`src/rtl/fifo_rd_pkg.sv`:
```
// -----------------------------------------------------------------------------
// fifo_rd_pkg
// Shared types and constants for the FIFO read-streamer slice.
//   rd_state_e  : streamer FSM states (IDLE, STREAM, FLUSH)
//   OBUF_DEPTH  : number of entries in the output skid buffer
//   OCC_W/PTR_W : widths of the buffer occupancy count and entry pointers
// -----------------------------------------------------------------------------
package fifo_rd_pkg;

  localparam int OBUF_DEPTH = 2;
  localparam int OCC_W      = $clog2(OBUF_DEPTH + 1);
  localparam int PTR_W      = (OBUF_DEPTH > 1) ? $clog2(OBUF_DEPTH) : 1;

  typedef enum logic [1:0] {
    IDLE   = 2'd0,
    STREAM = 2'd1,
    FLUSH  = 2'd2
  } rd_state_e;

endpackage

```
`src/rtl/fifo_rd_obuf.sv`:
```
// -----------------------------------------------------------------------------
// fifo_rd_obuf
// Small first-in/first-out output buffer (OBUF_DEPTH entries) that absorbs
// words already requested from the upstream FIFO while the stream is stalled.
// Ports:
//   clk, rst_n   : clock, synchronous active-low reset (clears data too)
//   clear        : drop all buffered words (pointers and occupancy to 0)
//   push         : write push_data at the tail
//   push_data    : word to buffer
//   pop          : remove the head entry
//   pop_data     : head entry (oldest word), valid when occ != 0
//   occ          : number of buffered words
// -----------------------------------------------------------------------------
module fifo_rd_obuf
  import fifo_rd_pkg::*;
#(
  parameter int DW = 32
) (
  input  logic             clk,
  input  logic             rst_n,
  input  logic             clear,
  input  logic             push,
  input  logic [DW-1:0]    push_data,
  input  logic             pop,
  output logic [DW-1:0]    pop_data,
  output logic [OCC_W-1:0] occ
);

  localparam logic [OCC_W-1:0] FULL_OCC = OCC_W'(OBUF_DEPTH);

  logic [PTR_W-1:0] wr_ptr_reg;
  logic [PTR_W-1:0] rd_ptr_reg;
  logic [OCC_W-1:0] occ_reg;
  logic [DW-1:0]    entry_q [OBUF_DEPTH];
  logic             do_push;
  logic             do_pop;

  // A push into a full buffer is only legal when the head leaves in the
  // same cycle; the caller guarantees this, the guard just keeps state sane.
  assign do_pop  = pop && (occ_reg != '0);
  assign do_push = push && ((occ_reg != FULL_OCC) || do_pop);

  // One register per entry; the write pointer selects which one loads.
  for (genvar gi = 0; gi < OBUF_DEPTH; gi++) begin : gen_entry
    logic [DW-1:0] entry_reg;

    always_ff @(posedge clk) begin
      if (!rst_n) begin
        entry_reg <= '0;
      end else if (do_push && !clear && (wr_ptr_reg == PTR_W'(gi))) begin
        entry_reg <= push_data;
      end
    end

    assign entry_q[gi] = entry_reg;
  end

  // Pointers wrap naturally because OBUF_DEPTH is a power of two.
  always_ff @(posedge clk) begin
    if (!rst_n || clear) begin
      wr_ptr_reg <= '0;
      rd_ptr_reg <= '0;
      occ_reg    <= '0;
    end else begin
      if (do_push) wr_ptr_reg <= wr_ptr_reg + PTR_W'(1);
      if (do_pop)  rd_ptr_reg <= rd_ptr_reg + PTR_W'(1);
      case ({do_push, do_pop})
        2'b10:   occ_reg <= occ_reg + OCC_W'(1);
        2'b01:   occ_reg <= occ_reg - OCC_W'(1);
        default: occ_reg <= occ_reg;
      endcase
    end
  end

  assign pop_data = entry_q[rd_ptr_reg];
  assign occ      = occ_reg;

endmodule

```
`src/rtl/fifo_rd_stream.sv`:
```
// -----------------------------------------------------------------------------
// fifo_rd_stream
// Drains a synchronous FIFO (one-cycle read latency) onto a valid/ready
// stream at up to one word per cycle, with a flush mode that discards both
// the FIFO contents and any buffered words.
// Ports:
//   clk, rst_n  : clock, synchronous active-low reset
//   en          : allow FIFO reads while streaming
//   flush       : level request to discard everything
//   fifo_empty  : FIFO empty flag
//   fifo_dout   : FIFO read data (valid the cycle after an accepted read)
//   fifo_ren    : FIFO read enable
//   m_valid     : stream word available
//   m_data      : stream word (oldest buffered)
//   m_ready     : downstream accept
//   flush_done  : one-cycle pulse when the flush completes
//   rd_count    : (only with FIFO_RD_STATS_EN) 16-bit wrapping count of
//                 stream transfers
// Build option: define FIFO_RD_STATS_EN to add the rd_count output.
// -----------------------------------------------------------------------------
module fifo_rd_stream
  import fifo_rd_pkg::*;
#(
  parameter int DW = 32
) (
  input  logic          clk,
  input  logic          rst_n,
  input  logic          en,
  input  logic          flush,
  input  logic          fifo_empty,
  input  logic [DW-1:0] fifo_dout,
  output logic          fifo_ren,
  output logic          m_valid,
  output logic [DW-1:0] m_data,
  input  logic          m_ready,
  output logic          flush_done
`ifdef FIFO_RD_STATS_EN
  ,
  output logic [15:0]   rd_count
`endif
);

  rd_state_e        state_reg;
  rd_state_e        state_next;
  logic             inflight_reg;
  logic [OCC_W-1:0] occ;
  logic             pop;
  logic             capture;
  logic             obuf_clear;
  logic [2:0]       fill_after_pop;
  logic             room;

  assign m_valid = (occ != '0);
  assign pop     = m_valid && m_ready;

  // Words landing while flushing are thrown away instead of buffered.
  assign capture    = inflight_reg && (state_reg != FLUSH);
  assign obuf_clear = flush || (state_reg == FLUSH);

  // Count the word already on its way (inflight) as occupying a slot, and
  // credit a slot freed by this cycle's pop so back-to-back streaming works.
  assign fill_after_pop = 3'(occ) + 3'(inflight_reg) - 3'(pop);
  assign room           = fill_after_pop < 3'(OBUF_DEPTH);

  always_ff @(posedge clk) begin
    if (!rst_n) begin
      state_reg    <= IDLE;
      inflight_reg <= 1'b0;
    end else begin
      state_reg    <= state_next;
      inflight_reg <= fifo_ren && !fifo_empty;
    end
  end

  always_comb begin
    state_next = state_reg;
    fifo_ren   = 1'b0;
    flush_done = 1'b0;
    case (state_reg)
      IDLE: begin
        if (flush)   state_next = FLUSH;
        else if (en) state_next = STREAM;
      end
      STREAM: begin
        fifo_ren = en && !fifo_empty && room;
        if (flush) begin
          state_next = FLUSH;
        end else if (!en && !inflight_reg && (occ == '0)) begin
          state_next = IDLE;
        end
      end
      FLUSH: begin
        fifo_ren = !fifo_empty;
        // A held flush request keeps draining; completion waits for the
        // last outstanding read to land.
        if (!flush && fifo_empty && !inflight_reg) begin
          state_next = IDLE;
          flush_done = 1'b1;
        end
      end
      default: state_next = IDLE;
    endcase
  end

  fifo_rd_obuf #(
    .DW(DW)
  ) u_obuf (
    .clk       (clk),
    .rst_n     (rst_n),
    .clear     (obuf_clear),
    .push      (capture),
    .push_data (fifo_dout),
    .pop       (pop),
    .pop_data  (m_data),
    .occ       (occ)
  );

`ifdef FIFO_RD_STATS_EN
  logic [15:0] rd_count_reg;

  always_ff @(posedge clk) begin
    if (!rst_n) begin
      rd_count_reg <= '0;
    end else if (pop) begin
      rd_count_reg <= rd_count_reg + 16'd1;
    end
  end

  assign rd_count = rd_count_reg;
`endif

endmodule
```
`config.mk`:
```
export PLATFORM = sky130hd
export DESIGN_NAME = fifo_rd_stream
export DESIGN_NICKNAME = d
export VERILOG_FILES = /design/src/rtl/fifo_rd_pkg.sv /design/src/rtl/fifo_rd_obuf.sv /design/src/rtl/fifo_rd_stream.sv
export SDC_FILE = /design/constraint.sdc
export NUM_CORES = 1
export LEC_CHECK = 0
export BUFFER_PORTS_ARGS = -buffer_cell sky130_fd_sc_hd__buf_2
export CAP_MARGIN = 20
export CORE_ASPECT_RATIO = 0.6
export CORE_UTILIZATION = 45
export CTS_BUF_LIST = sky130_fd_sc_hd__clkbuf_8
export CTS_CLUSTER_SIZE = 10
export DETAILED_ROUTE_END_ITERATION = 12
export PLACE_DENSITY = 0.75
export SKIP_CTS_REPAIR_TIMING = 1
export SLEW_MARGIN = 10
export SYNTH_ARGS = -nofsm -noshare
export SYNTH_HDL_FRONTEND = slang
export SYNTH_SLANG_ARGS = --single-unit
export TNS_END_PERCENT = 30
```
`constraint.sdc`:
```
create_clock -name clk -period 4.87 [get_ports clk]
set_input_delay 1.461 -clock clk [delete_from_list [all_inputs] [get_ports clk]]
set_output_delay 1.461 -clock clk [all_outputs]
set_load 0.01 [all_outputs]
```
==> results of run 1 <==
tightest hold or removal path, stage by stage (launching register included):
cell	delay (ps)
dfxtp_1	310
o21ai_0	60
a21oi_1	60
power breakdown:
part           switching (mW)  internal, mW
clock                   0.223         0.228
sequential            0.00345         0.584
combinational          0.0395        0.0294
final cells by class:
| cell class | count | share of cell area [%] |
|---|---|---|
| clock buffer | 9 | 3.16 |
| sequential | 71 | 36.3 |
| timing repair buffer | 78 | 10.4 |
| inverter | 6 | 0.575 |
| tap | 100 | 3.19 |
| multi-input combinational | 271 | 45.0 |
| clock inverter | 6 | 1.41 |
layout by cell type (no fill, tap or decap), drive strengths merged, types with 2 or more instances in the layout:
| master | Yosys | final |
|---|---|---|
| inv | 6 | 8 |
| clkbuf | 23 | 9 |
| or3b | 2 | 2 |
| or2b | 2 | 2 |
| clkinv | 0 | 2 |
| nor3b | 2 | 2 |
| buf | 17 | 78 |
| ha | 5 | 5 |
| mux2 | 32 | 32 |
| nand3 | 67 | 67 |
| nor2 | 3 | 3 |
| or3 | 3 | 3 |
| o21ai | 66 | 66 |
| a21oi | 66 | 66 |
| xnor2 | 3 | 3 |
| or2 | 2 | 2 |
| nor2b | 3 | 3 |
| dfxtp | 71 | 71 |
| nor4b | 2 | 2 |
metal layers:
layer,wire [µm],vias to the layer above,GRT usage (%)
met2,3770,86,37.8
met1,4020,1487,28.1
met4,53,0,6.09
met3,717,7,10.1
met5,0,-,0
li1,-,1500,-
worst min-delay path by stage:
stage	start	endpoint	slack, ps	cells past startpoint
global placement	u_obuf.gen_entry[1].entry_reg[24]	u_obuf.gen_entry[1].entry_reg[24]	460	2
CTS	u_obuf.gen_entry[0].entry_reg[22]	u_obuf.gen_entry[0].entry_reg[22]	480	2
floorplan	u_obuf.gen_entry[1].entry_reg[0]	u_obuf.gen_entry[1].entry_reg[0]	450	2
detailed placement	u_obuf.gen_entry[0].entry_reg[22]	u_obuf.gen_entry[0].entry_reg[22]	470	2
global route	u_obuf.gen_entry[0].entry_reg[22]	u_obuf.gen_entry[0].entry_reg[22]	490	2
finish	u_obuf.gen_entry[0].entry_reg[22]	u_obuf.gen_entry[0].entry_reg[22]	470	2
logic make-up (layout without fill, tap and decap cells):
logic type,count (synthesis),count (layout),synth area share [%]
AND/OR/NAND/NOR,90,90,15.7
flip-flops,71,71,42.3
AO/OA/AOI/OAI,139,139,21.6
buffers and inverters,46,99,6.18
adder cells (fa/ha/maj),6,6,2.46
XOR/XNOR,4,4,1.04
multiplexers,32,32,10.7
through the flow:
stage | area (µm²) | std cells | worst slack [ps]
after floorplan | 3360 | 388 | 353
after global placement | 3730 | 526 | 139
after detailed placement | 3730 | 526 | 106
after CTS | 3910 | 541 | 90.2
after global routing | 3920 | 541 | 28.2
final | 3920 | 541 | 146
==> out/summary.txt, run 1 <==
Main synth FF type = dfxtp_1
Clk Tree Root Cell = clkbuf_8
GRT Util Overall = 23.1%
CP required = 3410 ps
Reg2Reg Depth = 6
Starting DRC count in detailed routing = 200
WL final = 8560 µm
# IOs = 73
Final count of negative-setup-slack endpoints = 0
Starting Density = 48.5%
Worst clock skew = 4.40 ps
Initial antenna violation count = 0
Number of synthesized flops with an enable pin = 0
Most used cell, CP = buf_2
Worst hold path class = flip-flop to flip-flop
TritonCTS Buffers = 9
First-pass GRT wire length = 13800 µm
Slew Viols, Final = 0
Leakage power = 1.46 nW
H-tree Lvls = 3
WP depth = 9
Setup crit end = fifo_ren
MaxCap Viol Count = 0
Clock Latency Late Sink = 360 ps
Remaining antenna violation count = 0
Clk sinks = 71
Final Total Pwr = 1.11 mW
Crit path max fanout = 3
Mapped Area = 3360 µm²
Number of fill cells in the layout = 659
Die area = 7830 µm²
Data arrival, critical path = 3260 ps
Critical path launch point type = input pin
Worst hold slack = 472 ps
Max reg flops = 64
Final hold viol count = 0
Final setup TNS = 0 ps
Worst path bufs/invs = 2
Fraction of post-synthesis cell area in the top cell type by area = 42.3%
Routed wire per std cell = 15.8 µm
Pin count of the biggest net entering global routing = 67
Status = finished clean
Cell variety after synth = 39
F_max = 212 MHz
Post-detail-place hpwl = 5300 µm
Multi-input logic area = 1760 µm²
Synthesized instance count = 388
GPL Wtd Cong = 0.759
First-pass detailed-route iteration total = 5
Reg2Reg Launch Point = state_reg[0]
Rows = 23
Total vias in the final route = 3080
Via-per-instance ratio = 5.69
R2R Path End = u_obuf.gen_entry[1].entry_reg[15]
Worst Setup End Kind = primary output
#FFs+latches synth = 71
Tightest Pin Transition = 972 ps
Fraction of layout cells with a size suffix above 1 = 30.8%
Nets = 481
Unrepaired setup endpoints after global routing = false
Commonest cells in the netlist = dfxtp_1, nand3_1, a21oi_1
CTS tree = done
Core box area = 6940 µm²
DRC viols = 0
Die X = 114 µm
Overflow after GRT = 0
Slew HR = 35.1%
Crit path cell chain = buf_2, o21a_4, ha_1, or2b_1, fa_1, xnor2_1, a41oi_1, nor3b_1, buf_2
CP top delay family = adder cells
Count leader, synth = dfxtp_1
Top post-synthesis cells by area = dfxtp_1, mux2_2, nand3_1, a21oi_1, o21ai_0
Area Growth Syn to Fin = 16.5%
Post-Syn Nets = 432
# port buffers = 72
Synth Warn # = 0
Antenna Cells = 0
Sequential fraction of the synthesis area = 42.3%
DIE HEIGHT = 69.0 µm
R2R setup slack = 2400 ps
Crit share post-route = 97.0%
Syn avg cell area = 8.66 µm²
Worst Setup Path Type = input pin to primary output
Largest stage delay, worst path = 370 ps
Final Core Density = 56.5%
Worst-path clk slew = 70 ps
Register cell area after layout = 1420 µm²
Worst vdd ir = 0.191 mV
Async SR Flop Fraction = 0%
Area leader, netlist = dfxtp_1
Clk buf depth = 2
Cell Pwr Density = 283 nW/µm²
CP startpoint = m_ready
Final min period = 4720 ps
Vias in the first global route = 2870
Critical path's slowest cell = fa_1
No activity file was read; power rests on OpenSTA's default activity.
==> run 2, diff against run 1 <==
--- a/config.mk
+++ b/config.mk
@@ -12,7 +12,7 @@
 export CTS_BUF_LIST = sky130_fd_sc_hd__clkbuf_8
 export CTS_CLUSTER_SIZE = 10
 export DETAILED_ROUTE_END_ITERATION = 12
-export PLACE_DENSITY = 0.75
+export PLACE_DENSITY = 0.7
 export SKIP_CTS_REPAIR_TIMING = 1
 export SLEW_MARGIN = 10
 export SYNTH_ARGS = -nofsm -noshare
==> run 2 against run 1 <==
Against the previous run: worst setup slack lost 6.9 ps; design area increased by 1.2%; power increased by 3.6%; global-route usage rose by 0.43 points; register-to-register slack hardly changed; routed wire length is 0.69% higher; sequential share of layout area fell by 0.41 points; flip-flop and latch count is the same; first-iteration DRC count shrank 4.0%; clock-buffer cell count grew 3; combinational power is 2% higher; highest routed layer unchanged; maximum frequency down 0.15%.
==> out/summary.txt, run 2 (synthesis gave the netlist of run 1 again) <==
Status = finished clean
Clk sinks = 71 (unchanged)
Pin count of the biggest net entering global routing = 67 (unchanged)
Critical path launch point type = input pin
First-pass detailed-route iteration total = 4 (-1)
Worst vdd ir = 0.193 mV (+1.0%)
Worst-path clk slew = 70 ps (about the same)
Final count of negative-setup-slack endpoints = 0 (unchanged)
Total vias in the final route = 3063 (-0.55%)
GPL Wtd Cong = 0.843 (+11%)
F_max = 211 MHz (-0.15%)
Post-detail-place hpwl = 5300 µm (about the same)
Leakage power = 1.48 nW (+1.4%)
# IOs = 73 (unchanged)
Die area = 7830 µm² (unchanged)
Worst Setup Path Type = input pin to primary output
Layout Cells excl Fill = 544 (+0.55%)
Fraction of layout cells with a size suffix above 1 = 31.6% (+0.76 points)
Rows = 23 (unchanged)
Routed wire per std cell = 15.8 µm (+0.13%)
Clock Latency Late Sink = 350 ps (about the same)
Clk buf depth = 2 (unchanged)
DIE HEIGHT = 69.0 µm (unchanged)
Starting DRC count in detailed routing = 192 (-4.0%)
Worst Setup End Kind = primary output
Worst hold path class = flip-flop to flip-flop
Final min period = 4730 ps (+6.91 ps)
CTS tree = done
CP required = 3410 ps (about the same)
Area Growth Syn to Fin = 17.8%
Remaining antenna violation count = 0 (unchanged)
Overflow after GRT = 0 (unchanged)
GRT Util Overall = 23.6% (+0.43 points)
Starting Density = 48.5% (unchanged)
DRC viols = 0 (unchanged)
Via-per-instance ratio = 5.63 (-1.1%)
Nets = 482 (+0.21%)
Cell Pwr Density = 290 nW/µm² (+2.5%)
Vias in the first global route = 2894 (+0.84%)
# port buffers = 72 (unchanged)
Final hold viol count = 0 (unchanged)
Initial antenna violation count = 1 (+1)
Data arrival, critical path = 3270 ps (about the same)
Worst clock skew = 2.95 ps (-1.45 ps)
Clk Tree Root Cell = clkbuf_8
Slew HR = 35.0% (-0.097 points)
TritonCTS Buffers = 9 (unchanged)
Most frequent cells in the layout = buf_2, dfxtp_1, nand3_1
First-pass GRT wire length = 14000 µm (+1.8%)
Commonest non-fill, non-tap cell in the layout = buf_2
Crit share post-route = 97.1% (+0.14 points)
Core box area = 6940 µm² (unchanged)
Die X = 114 µm (unchanged)
Max reg flops = 64 (unchanged)
MaxCap Viol Count = 0 (unchanged)
WL final = 8620 µm (+0.69%)
Final setup TNS = 0 ps (unchanged)
Dpl cells = 526 (unchanged)
Crit path max fanout = 3 (unchanged)
Unrepaired setup endpoints after global routing = false
Slew Viols, Final = 0 (unchanged)
H-tree Lvls = 3 (unchanged)
Tightest Pin Transition = 971 ps (-1.19 ps)
-- run 2: power breakdown --
| group | switching, mW | leakage, nW | internal, mW |
|---|---|---|---|
| logic | 0.0399 | 0.798 | 0.0301 |
| registers | 0.00337 | 0.573 | 0.584 |
| clock network | 0.216 | 0.114 | 0.275 |
| total | 0.259 | 1.48 | 0.889 |
-- run 2: final cells by class --
class                           instances  area, µm²
Antenna cell                            1       2.50
Clock buffer                           12        165
Clock inverter                          4       43.8
Fill cell                             644       2970
Inverter                                6       22.5
Multi-Input combinational cell        271       1770
Sequential cell                        71       1420
Tap cell                              100        125
Timing Repair Buffer                   79        413
-- run 2: metrics by stage --
stage | hold WS (ps) | power (mW) | setup slack [ps] | instance area [µm²] | util [%]
floorplan | 450 | 0.636 | 353 | 3360 | -
global placement | 458 | 0.667 | 130 | 3730 | 53.8
detailed placement | 466 | 0.669 | 123 | 3730 | 53.8
CTS | 475 | 1.16 | 119 | 3940 | 56.8
global route | 492 | 1.19 | 21.2 | 3960 | 57.1
finish | 473 | 1.15 | 139 | 3960 | 57.1
-- run 2: worst max-delay path, cell delays in order --
cell and delay [ps]:
buf_2 120, o21a_1 120, ha_1 260, or2b_1 230
fa_1 380, xnor2_1 200, a41oi_2 160, nor3b_2 190
buf_2 140
-- run 2: final timing paths --
path / start / end / slack (ps) / cells after the start
setup / recovery: m_ready / fifo_ren / 140 / 9
hold / removal: u_obuf.gen_entry[1].entry_reg[13] / u_obuf.gen_entry[1].entry_reg[13] / 470 / 2
setup reg to reg: state_reg[0] / u_obuf.gen_entry[0].entry_reg[30] / 2390 / 6
hold reg to reg: u_obuf.gen_entry[1].entry_reg[13] / u_obuf.gen_entry[1].entry_reg[13] / 470 / 2
-- run 2: metal layers --
layer | global-route usage, % | share of wire [%] | vias up
met5 | 0 | 0 | -
met4 | 7.40 | 0.49 | 0
met3 | 10.2 | 8.5 | 4
met2 | 38.3 | 45 | 93
met1 | 28.5 | 46 | 1457
li1 | - | - | 1509
==> run 3, diff against run 2 <==
--- a/config.mk
+++ b/config.mk
@@ -8,14 +8,13 @@
 export BUFFER_PORTS_ARGS = -buffer_cell sky130_fd_sc_hd__buf_2
 export CAP_MARGIN = 20
 export CORE_ASPECT_RATIO = 0.6
-export CORE_UTILIZATION = 45
+export CORE_UTILIZATION = 46
 export CTS_BUF_LIST = sky130_fd_sc_hd__clkbuf_8
 export CTS_CLUSTER_SIZE = 10
 export DETAILED_ROUTE_END_ITERATION = 12
-export PLACE_DENSITY = 0.7
+export PLACE_DENSITY = 0.69
 export SKIP_CTS_REPAIR_TIMING = 1
 export SLEW_MARGIN = 10
 export SYNTH_ARGS = -nofsm -noshare
 export SYNTH_HDL_FRONTEND = slang
 export SYNTH_SLANG_ARGS = --single-unit
-export TNS_END_PERCENT = 30
==> run 3 against run 2 <==
Against the previous run: sequential power barely moved; critical path depth stayed put; clock skew increased by 0.71 ps; maximum frequency down 0.21%; via count increased by 0.56%; critical endpoint unchanged; largest power group unchanged.
==> out/summary.txt, run 3 (synthesis gave the netlist of run 1 again) <==
Busiest grt layer = met2
Multi-input logic area = 1770 µm² (+0.43%)
Place WS = 98.7 ps (-24.4 ps)
Worst vdd ir = 0.135 mV (-30%)
Number of fill cells in the layout = 629 (-2.3%)
Worst Setup Path Type = input pin to primary output
Area Growth Syn to Fin = 17.6%
GPL Wtd Cong = 0.785 (-6.9%)
Slew HR = 30.9% (-4.0 points)
GRT Util Overall = 22.8% (-0.74 points)
TritonCTS Buffers = 9 (unchanged)
Final min period = 4740 ps (+9.87 ps)
Total vias in the final route = 3080 (+0.56%)
Remaining antenna violation count = 0 (unchanged)
# IOs = 73 (unchanged)
Vias in the first global route = 2688 (-7.1%)
Max reg flops = 64 (unchanged)
MaxCap Viol Count = 0 (unchanged)
Nets = 484 (+0.41%)
GRT met2 Usage = 34.1% (-4.3 points)
Status = finished clean
Initial antenna violation count = 0 (-1)
WL final = 8370 µm (-3.0%)
Final count of negative-setup-slack endpoints = 0 (unchanged)
Register cell area after layout = 1420 µm² (about the same)
Final setup TNS = 0 ps (unchanged)
DRC viols = 0 (unchanged)
Most used cell, CP = buf_2
Overflow after GRT = 0 (unchanged)
Crit path max fanout = 3 (unchanged)
Crit path cell chain = buf_2, o21a_1, ha_1, or2b_1, fa_1, xnor2_2, a41oi_2, nor3b_2, buf_2
CP required = 3410 ps (about the same)
Met1 usage = 31.9% (+3.5 points)
Starting DRC count in detailed routing = 302 (+57%)
Via-per-instance ratio = 5.80 (+3.0%)
Final hold viol count = 0 (unchanged)
Die X = 112 µm (-1.1%)
Fraction of layout cells with a size suffix above 1 = 31.8% (+0.15 points)
Post-route cell area = 3950 µm² (-0.22%)
Core box area = 6880 µm² (-0.83%)
Largest stage delay, worst path = 410 ps (+30 ps)
Commonest non-fill, non-tap cell in the layout = buf_2
Dpl cells = 515 (-2.1%)
Worst hold path class = flip-flop to flip-flop
Post-detail-place hpwl = 5090 µm (-3.9%)
First-pass GRT wire length = 13500 µm (-3.9%)
Clk buf depth = 2 (unchanged)
Slew Viols, Final = 0 (unchanged)
Unrepaired setup endpoints after global routing = false
Worst clock skew = 3.66 ps (+0.709 ps)
Worst-path clk slew = 70 ps (about the same)
Clock Latency Late Sink = 350 ps (about the same)
Critical path's slowest cell = fa_1
Cell Pwr Density = 286 nW/µm² (-1.3%)
Setup ws final = 129 ps (-9.87 ps)
Pin count of the biggest net entering global routing = 67 (unchanged)
Crit share post-route = 97.3% (+0.20 points)
Data arrival, critical path = 3280 ps (about the same)
F_max = 211 MHz (-0.21%)
Starting Density = 48.9% (+0.41 points)
Met3 Use GR = 6.55% (-3.7 points)
Tightest Pin Transition = 1030 ps (+60.4 ps)
Clk Tree Root Cell = clkbuf_8
Clk sinks = 71 (unchanged)
Layout Cells excl Fill = 531 (-2.4%)
Worst Setup End Kind = primary output
First-pass detailed-route iteration total = 4 (unchanged)
# port buffers = 72 (unchanged)
Rows = 23 (unchanged)
Routed wire per std cell = 15.8 µm (-0.61%)
H-tree Lvls = 3 (unchanged)
DIE HEIGHT = 68.2 µm (-1.1%)
Leakage power = 1.48 nW (about the same)
Antenna Cells = 0 (-1)
Die area = 7670 µm² (-2.1%)
Critical path launch point type = input pin
Most frequent cells in the layout = buf_2, dfxtp_1, nand3_1
Placed Area = 3730 µm² (about the same)
CTS tree = done
==> run 3: per-layer routing <==
metal | part of all wire (%) | wire (µm)
met1 | 49 | 4100
met2 | 43 | 3620
met3 | 6.5 | 542
met4 | 1.1 | 93
met5 | 0 | 0
==> run 3: final cells by class <==
type | instances | share of cell area [%]
Clock buffer | 11 | 3.83
Clock inverter | 4 | 1.17
Inverter | 6 | 0.570
Multi-Input combinational cell | 271 | 44.9
Sequential cell | 71 | 36.0
Tap cell | 87 | 2.75
Timing Repair Buffer | 81 | 10.8
==> run 3: report_power, final <==
part           switching [mW]  internal (mW)  leakage [nW]  total, mW
Clock                   0.214          0.259         0.103      0.472
Combinational          0.0405         0.0302         0.810     0.0706
Sequential            0.00327          0.584         0.572      0.587
Total                   0.257          0.873          1.48       1.13
==> run 3: worst paths after layout <==
kind | start | end | slack [ps] | cells past startpoint
worst max-delay path | m_ready | fifo_ren | 130 | 9
worst min-delay path | u_obuf.gen_entry[1].entry_reg[14] | u_obuf.gen_entry[1].entry_reg[14] | 470 | 2
worst max register to register | state_reg[0] | u_obuf.gen_entry[0].entry_reg[31] | 2370 | 6
worst min register to register | u_obuf.gen_entry[1].entry_reg[14] | u_obuf.gen_entry[1].entry_reg[14] | 470 | 2
==> run 3: stage by stage <==
step | hold slack (ps) | power, mW | util (%)
CTS | 476 | 1.14 | 57.1
global route | 493 | 1.18 | 57.5
global placement | 457 | 0.668 | 54.2
finish | 471 | 1.13 | 57.5
detailed placement | 465 | 0.668 | 54.2
floorplan | 450 | 0.636 | -
==> run 3: worst max-delay path: cells and delay by family <==
| kind | cells | cell delay, ps |
|---|---|---|
| fa+ha+maj | 2 | 670 |
| buf+inv | 2 | 260 |
| xor+xnor | 1 | 180 |
| compound gates | 2 | 280 |
| simple gates | 2 | 420 |
